File: src/rtl/fetch_pkg.sv
// Purpose: shared constants and types for the instruction fetch stage.
// Latency: none; declarations only.
// Backpressure: none; declarations only.
package fetch_pkg;

    // Canonical bubble word: addi x0,x0,0
    localparam logic [31:0] NOP_INSTR    = 32'h0000_0013;
    // ebreak; acts as the halt instruction when halt detection is compiled in
    localparam logic [31:0] EBREAK_INSTR = 32'h0010_0073;

    typedef enum logic [1:0] {
        ST_RUN       = 2'b00,
        ST_HALT_PEND = 2'b01,
        ST_HALTED    = 2'b10
    } fetch_state_t;

    // IF/ID pipeline register contents
    typedef struct packed {
        logic [31:0] instr;
        logic [31:0] pc;
        logic [31:0] pc_plus4;
        logic        valid;
    } if_id_t;

    // A bubble carries the NOP word, zeroed PCs and no valid bit
    function automatic if_id_t make_bubble(input logic [31:0] nop);
        if_id_t b;
        b.instr    = nop;
        b.pc       = 32'h0000_0000;
        b.pc_plus4 = 32'h0000_0000;
        b.valid    = 1'b0;
        return b;
    endfunction

endpackage

File: src/rtl/if_id_reg.sv
// Purpose: IF/ID pipeline register with stall, flush and bubble insertion.
// Latency: one cycle from fetch inputs to registered outputs.
// Backpressure: stall_i holds contents; flush_i beats stall_i; !load_i inserts a bubble.
module if_id_reg #(
    parameter logic [31:0] NOP_INSTR = fetch_pkg::NOP_INSTR
) (
    input  logic                   clk,
    input  logic                   rst,
    input  logic                   stall_i,
    input  logic                   flush_i,
    input  logic                   load_i,
    input  logic [31:0]            instr_i,
    input  logic [31:0]            pc_i,
    input  logic [31:0]            pc_plus4_i,
    output fetch_pkg::if_id_t      q_o
);
    import fetch_pkg::*;

    if_id_t q_q;
    if_id_t q_d;

    // Next-state priority: reset/flush, then stall hold, then bubble when fetch is not running
    always_comb begin
        q_d = q_q;
        if (rst || flush_i) begin
            q_d = make_bubble(NOP_INSTR);
        end else if (stall_i) begin
            q_d = q_q;
        end else if (!load_i) begin
            q_d = make_bubble(NOP_INSTR);
        end else begin
            q_d.instr    = instr_i;
            q_d.pc       = pc_i;
            q_d.pc_plus4 = pc_plus4_i;
            q_d.valid    = 1'b1;
        end
    end

    // Register update; reset is folded into q_d so it is synchronous
    always_ff @(posedge clk) begin
        q_q <= q_d;
    end

    assign q_o = q_q;

endmodule

File: src/rtl/fetch_stage.sv
// Purpose: PC generation, halt FSM and IF/ID register of a 5-stage RISC-V pipe (halt detect under FETCH_HALT_EN).
// Latency: word fetched at PCF in cycle N appears on InstrD in cycle N+1.
// Backpressure: StallF holds PCF, StallD holds IF/ID, FlushD inserts a bubble; PCSrcE redirects over StallF.
module fetch_stage #(
    parameter logic [31:0] RESET_PC  = 32'h0000_0000,
    parameter logic [31:0] NOP_INSTR = fetch_pkg::NOP_INSTR
) (
    input  logic        clk,
    input  logic        rst,
    input  logic        StallF,
    input  logic        StallD,
    input  logic        FlushD,
    input  logic        PCSrcE,
    input  logic [31:0] PCTargetE,
    input  logic [31:0] InstrF,
    output logic [31:0] PCF,
    output logic [31:0] InstrD,
    output logic [31:0] PCD,
    output logic [31:0] PCPlus4D,
    output logic        ValidD,
    output logic        HaltF
);
    import fetch_pkg::*;

    logic [31:0]  pc_q;
    logic [31:0]  pc_d;
    logic [31:0]  pc_plus4;
    fetch_state_t state_q;
    fetch_state_t state_d;
    logic         redirect;
    logic         running;
    if_id_t       if_id;

    // Target low bits are dropped; only the word address matters
    logic [1:0]   unused_tgt_lsb;
    assign unused_tgt_lsb = PCTargetE[1:0];

    assign pc_plus4 = pc_q + 32'd4;   // natural 32-bit wrap from FFFF_FFFC to 0
    assign running  = (state_q == ST_RUN);
    // Once halted the front end ignores late redirects
    assign redirect = PCSrcE && (state_q != ST_HALTED);

    // PC next-state: reset, redirect, hold on stall or halt, else sequential
    always_comb begin
        pc_d = pc_q;
        if (rst) begin
            pc_d = {RESET_PC[31:2], 2'b00};
        end else if (redirect) begin
            pc_d = {PCTargetE[31:2], 2'b00};
        end else if (StallF || !running) begin
            pc_d = pc_q;
        end else begin
            pc_d = pc_plus4;
        end
    end

`ifdef FETCH_HALT_EN
    // Halt FSM: ebreak accepted into IF/ID arms the halt, an older branch can still cancel it
    always_comb begin
        state_d = state_q;
        if (rst) begin
            state_d = ST_RUN;
        end else begin
            case (state_q)
                ST_RUN: begin
                    if ((InstrF == EBREAK_INSTR) && !StallD && !FlushD && !PCSrcE)
                        state_d = ST_HALT_PEND;
                end
                ST_HALT_PEND: begin
                    if (PCSrcE)
                        state_d = ST_RUN;
                    else if (StallD)
                        state_d = ST_HALT_PEND;
                    else
                        state_d = ST_HALTED;
                end
                ST_HALTED: state_d = ST_HALTED;
                default:   state_d = ST_RUN;
            endcase
        end
    end

    assign HaltF = (state_q == ST_HALTED);
`else
    // Halt detection compiled out: fetch never leaves RUN
    always_comb begin
        state_d = ST_RUN;
    end

    assign HaltF = 1'b0;
`endif

    // PC and FSM state registers; reset handled in the next-state logic
    always_ff @(posedge clk) begin
        pc_q    <= pc_d;
        state_q <= state_d;
    end

    if_id_reg #(
        .NOP_INSTR (NOP_INSTR)
    ) u_if_id (
        .clk        (clk),
        .rst        (rst),
        .stall_i    (StallD),
        .flush_i    (FlushD),
        .load_i     (running),
        .instr_i    (InstrF),
        .pc_i       (pc_q),
        .pc_plus4_i (pc_plus4),
        .q_o        (if_id)
    );

    assign PCF      = pc_q;
    assign InstrD   = if_id.instr;
    assign PCD      = if_id.pc;
    assign PCPlus4D = if_id.pc_plus4;
    assign ValidD   = if_id.valid;

endmodule

File: config.mk
export PLATFORM = sky130hd
export DESIGN_NAME = fetch_stage
export DESIGN_NICKNAME = d
export VERILOG_FILES = /design/src/rtl/fetch_pkg.sv /design/src/rtl/if_id_reg.sv /design/src/rtl/fetch_stage.sv
export SDC_FILE = /design/constraint.sdc
export NUM_CORES = 1
export LEC_CHECK = 0
export ABC_AREA = 1
export BUFFER_PORTS_ARGS = -buffer_cell sky130_fd_sc_hd__buf_2
export CORE_MARGIN = 3
export CORE_UTILIZATION = 40
export CTS_BUF_LIST = sky130_fd_sc_hd__clkbuf_4 sky130_fd_sc_hd__clkbuf_8
export DETAILED_ROUTE_END_ITERATION = 16
export HOLD_SLACK_MARGIN = 0.12
export PLACE_DENSITY = 0.72
export SYNTH_ARGS = -nofsm -noshare
export SYNTH_HDL_FRONTEND = slang
export SYNTH_SLANG_ARGS = --single-unit
File: constraint.sdc
create_clock -name clk -period 1.67 [get_ports clk]
set_clock_uncertainty 0.15 [all_clocks]
set_input_delay 0.501 -clock clk [delete_from_list [all_inputs] [get_ports clk]]
set_output_delay 0.501 -clock clk [all_outputs]
set_load 0.01 [all_outputs]
==> results.md <==
* Leakage at 0.003999 uW
* Share of cells above drive strength 1 at 38.84%
* Hold endpoint: u_if_id.q_o[74]
* Worst path top cell family by delay: simple AND/OR/NAND/NOR gates
* Num rows at 41
* Port buffer count at 190
* Largest net degree at the start of global routing at 75
* Period utilisation layout at 111.3%
* Drt initial violations at 436
* Buf/Inv on CP at 1
* RSZ-0062 raised after global routing: true
* Final hold violations at 0
* Tot GR Track Use at 23.34%
* R2R Path Start: PCF[3]
* CP Depth at 9
* First-pass GRT wire length at 27170 um
* Via density at 4.863
* Final setup viols at 18
* I/O Pins at 200
* Die W at 122.0 um
* Die area at 14870 um^2
* Critical Path RT at 1880 ps
* CP Data Arrival Time at 2070 ps
* Max Cap Viol at 0
* Critical R2R Capture: PCF[12]
* Crit-path max FO at 5
* Critical Path Max Stage Delay at 370 ps
* Worst hold slack at 156.3 ps
* Post-synthesis cell count at 779
* Sequential-to-total area share from yosys stat at 45.78%
* Post-synth cell types at 25
* Final Instance Area at 8055 um^2
* Grt total ovfl at 0
* Max Buffers Root-to-Sink at 2
* Outcome: complete, but fails checks
* Syn. warnings at 0
* Critical Path Source Type: register
* Routed wire length at 18340 um
* H-Tree Depth at 4
* Peak supply drop at 410.4 uV
* Synthesized area at 5379 um^2
* Yosys reg bits at 123
* GPL Wtd Cong at 0.9006
* Hold Path Class: input port to register
* Register area at 2506 um^2
* # diodes at 0
* Layout area overhead at 49.76%
* Filler cells at 1170
* Core Region at 12880 um^2
* Wire per inst at 14.97 um
* Failing checks: setup timing
* Slowest-stage cell, CP: dfxtp_4
* CTS Sinks at 123
* Initial core utilization at 41.77%
* Slew Limit Fails at 0
* Post-Place Cell Area at 6899 um^2
* Hold Path Origin: InstrF[9]
* CP Class: register to register
* Max Freq at 0.5382 GHz
* CTS tree: done
* TNS Setup at -1170 ps
* Drt first pass iters at 5
* Pwr Density at 834.3 nW/um^2
* Minimum clock period at 1858 ps
* Clk pin slew, worst setup/hold paths at 70 ps
* Die height at 122.0 um
* DRC at 0
* Clock Latency Late Sink at 430 ps
* Reg2reg path depth at 9
* Vias in the first global route at 5377
* CTS Buf Count at 17
* Area of the multi-input gates at 2676 um^2
* Final setup margin at -188.0 ps
* Worst Setup SP: PCF[3]
* CTS root buf: clkbuf_8
* Crit-path cells: ha_4 > nand2_4 > nor2_4 > nand2_4 > nor2_4 > buf_6 > xor2_2 > nand2_1 > a21oi_1
* Hold path depth at 3
* Overall power at 6720 uW
* Post-Syn Area per Cell at 6.905 um^2
* Final net count at 1111
* Initial antenna violation count at 0
* Crit end category: register
* FF-to-FF setup slack at -190 ps
* Via count at 5957
* HPWL after DPL at 12240 um
* Routed Antenna Nets at 0
layout make-up:
class	count	area share (%)
Clock inverter	7	0.7766
Inverter	77	3.604
Sequential cell	123	31.11
Tap cell	172	2.672
Multi-Input combinational cell	538	33.22
Timing Repair Buffer	283	24.57
Clock buffer	25	4.039
stage by stage:
step / utilization, % / instances / setup WS [ps]
2_1_floorplan: - / 785 / 36.33
3_3_place_gp: 53.58 / 1155 / -30.80
3_5_place_dp: 53.58 / 1155 / -84.97
4_1_cts: 60.26 / 1215 / -108.7
5_1_grt: 62.56 / 1225 / -268.5
6_report: 62.56 / 1225 / -188.0
layout by cell type, fill, tap and decap left out, drive strengths merged:
master,count
conb,7
clkinvlp,1
nor2,99
nor3,1
a21o,2
a21oi,81
dlygate4sd3,3
bufinv,1
o21ai,60
nand2,235
a31oi,7
a31o,2
clkinv,6
inv,76
xor2,12
nand3,19
a22o,6
dfxtp,123
xnor2,3
clkbuf,25
and2,3
ha,1
buf,280
report_power, final:
part           internal, uW  switching, uW
Combinational           466            559
Sequential             3060           80.6
Clock                  1410           1150
Total                  4930           1790
flip-flops by register name (all words and copies together) (netlist names):
register     flops
u_if_id.q_o     93
PCF             30
worst register-to-register path, delay by kind of cell, from the launching register on:
family	cells	cell delay (ps)
compound gates	1	140
xor+xnor	1	170
fa+ha+maj	1	140
buf+inv	1	140
flops	1	370
simple gates	5	670
cells in the mapped netlist, drive strengths merged:
| master | number | area (um^2) |
|---|---|---|
| a31o | 2 | 17.52 |
| clkbuf | 32 | 120.1 |
| nand2 | 235 | 894.6 |
| conb | 1 | 3.750 |
| nor2 | 99 | 419.1 |
| xnor2 | 3 | 26.28 |
| a22o | 6 | 52.55 |
| and2 | 3 | 18.77 |
| ha | 1 | 12.51 |
| xor2 | 12 | 105.1 |
| o21ai | 60 | 300.3 |
| dfxtp | 123 | 2462 |
| a21o | 2 | 15.01 |
| buf | 15 | 92.59 |
| a31oi | 7 | 43.79 |
| nor3 | 1 | 5.000 |
| a21oi | 81 | 405.4 |
| inv | 77 | 289.0 |
| nand3 | 19 | 95.09 |
metal layers:
layer	global-route usage [%]	wire length, um	share of wire, %
met2	37.95	8914	49
met3	5.710	1371	7.5
met4	9.804	467	2.5
met5	0	0	0
met1	29.63	7591	41
repair_timing:
action	4_1_cts	5_1_grt
setup endpoints to repair	49	65
hold endpoints to repair	3	0
pin swaps	5	24
hold buffers	3	0
buffers inserted	27	13
gates resized for setup	72	75
worst max path at each step:
stage	slack, ps	end
after global placement	-30	u_if_id.q_o[23]
after global routing	-270	PCF[12]
after floorplan	40	u_if_id.q_o[23]
final	-190	PCF[12]
after detailed placement	-80	u_if_id.q_o[23]
after CTS	-110	PCF[2]
kinds of logic (layout without fill, tap and decap cells):
logic type      count (synthesis)  count (layout)  synth area share, %
simple gates                  357             357                26.63
flops                         123             123                45.78
buf+inv                       124             392                9.328
other cells                     1               7              0.06972
fa+ha+maj                       1               1               0.2326
compound gates                158             158                15.52
xor+xnor                       15              15                2.443
Note: power is estimated with default switching activity, not from simulation.
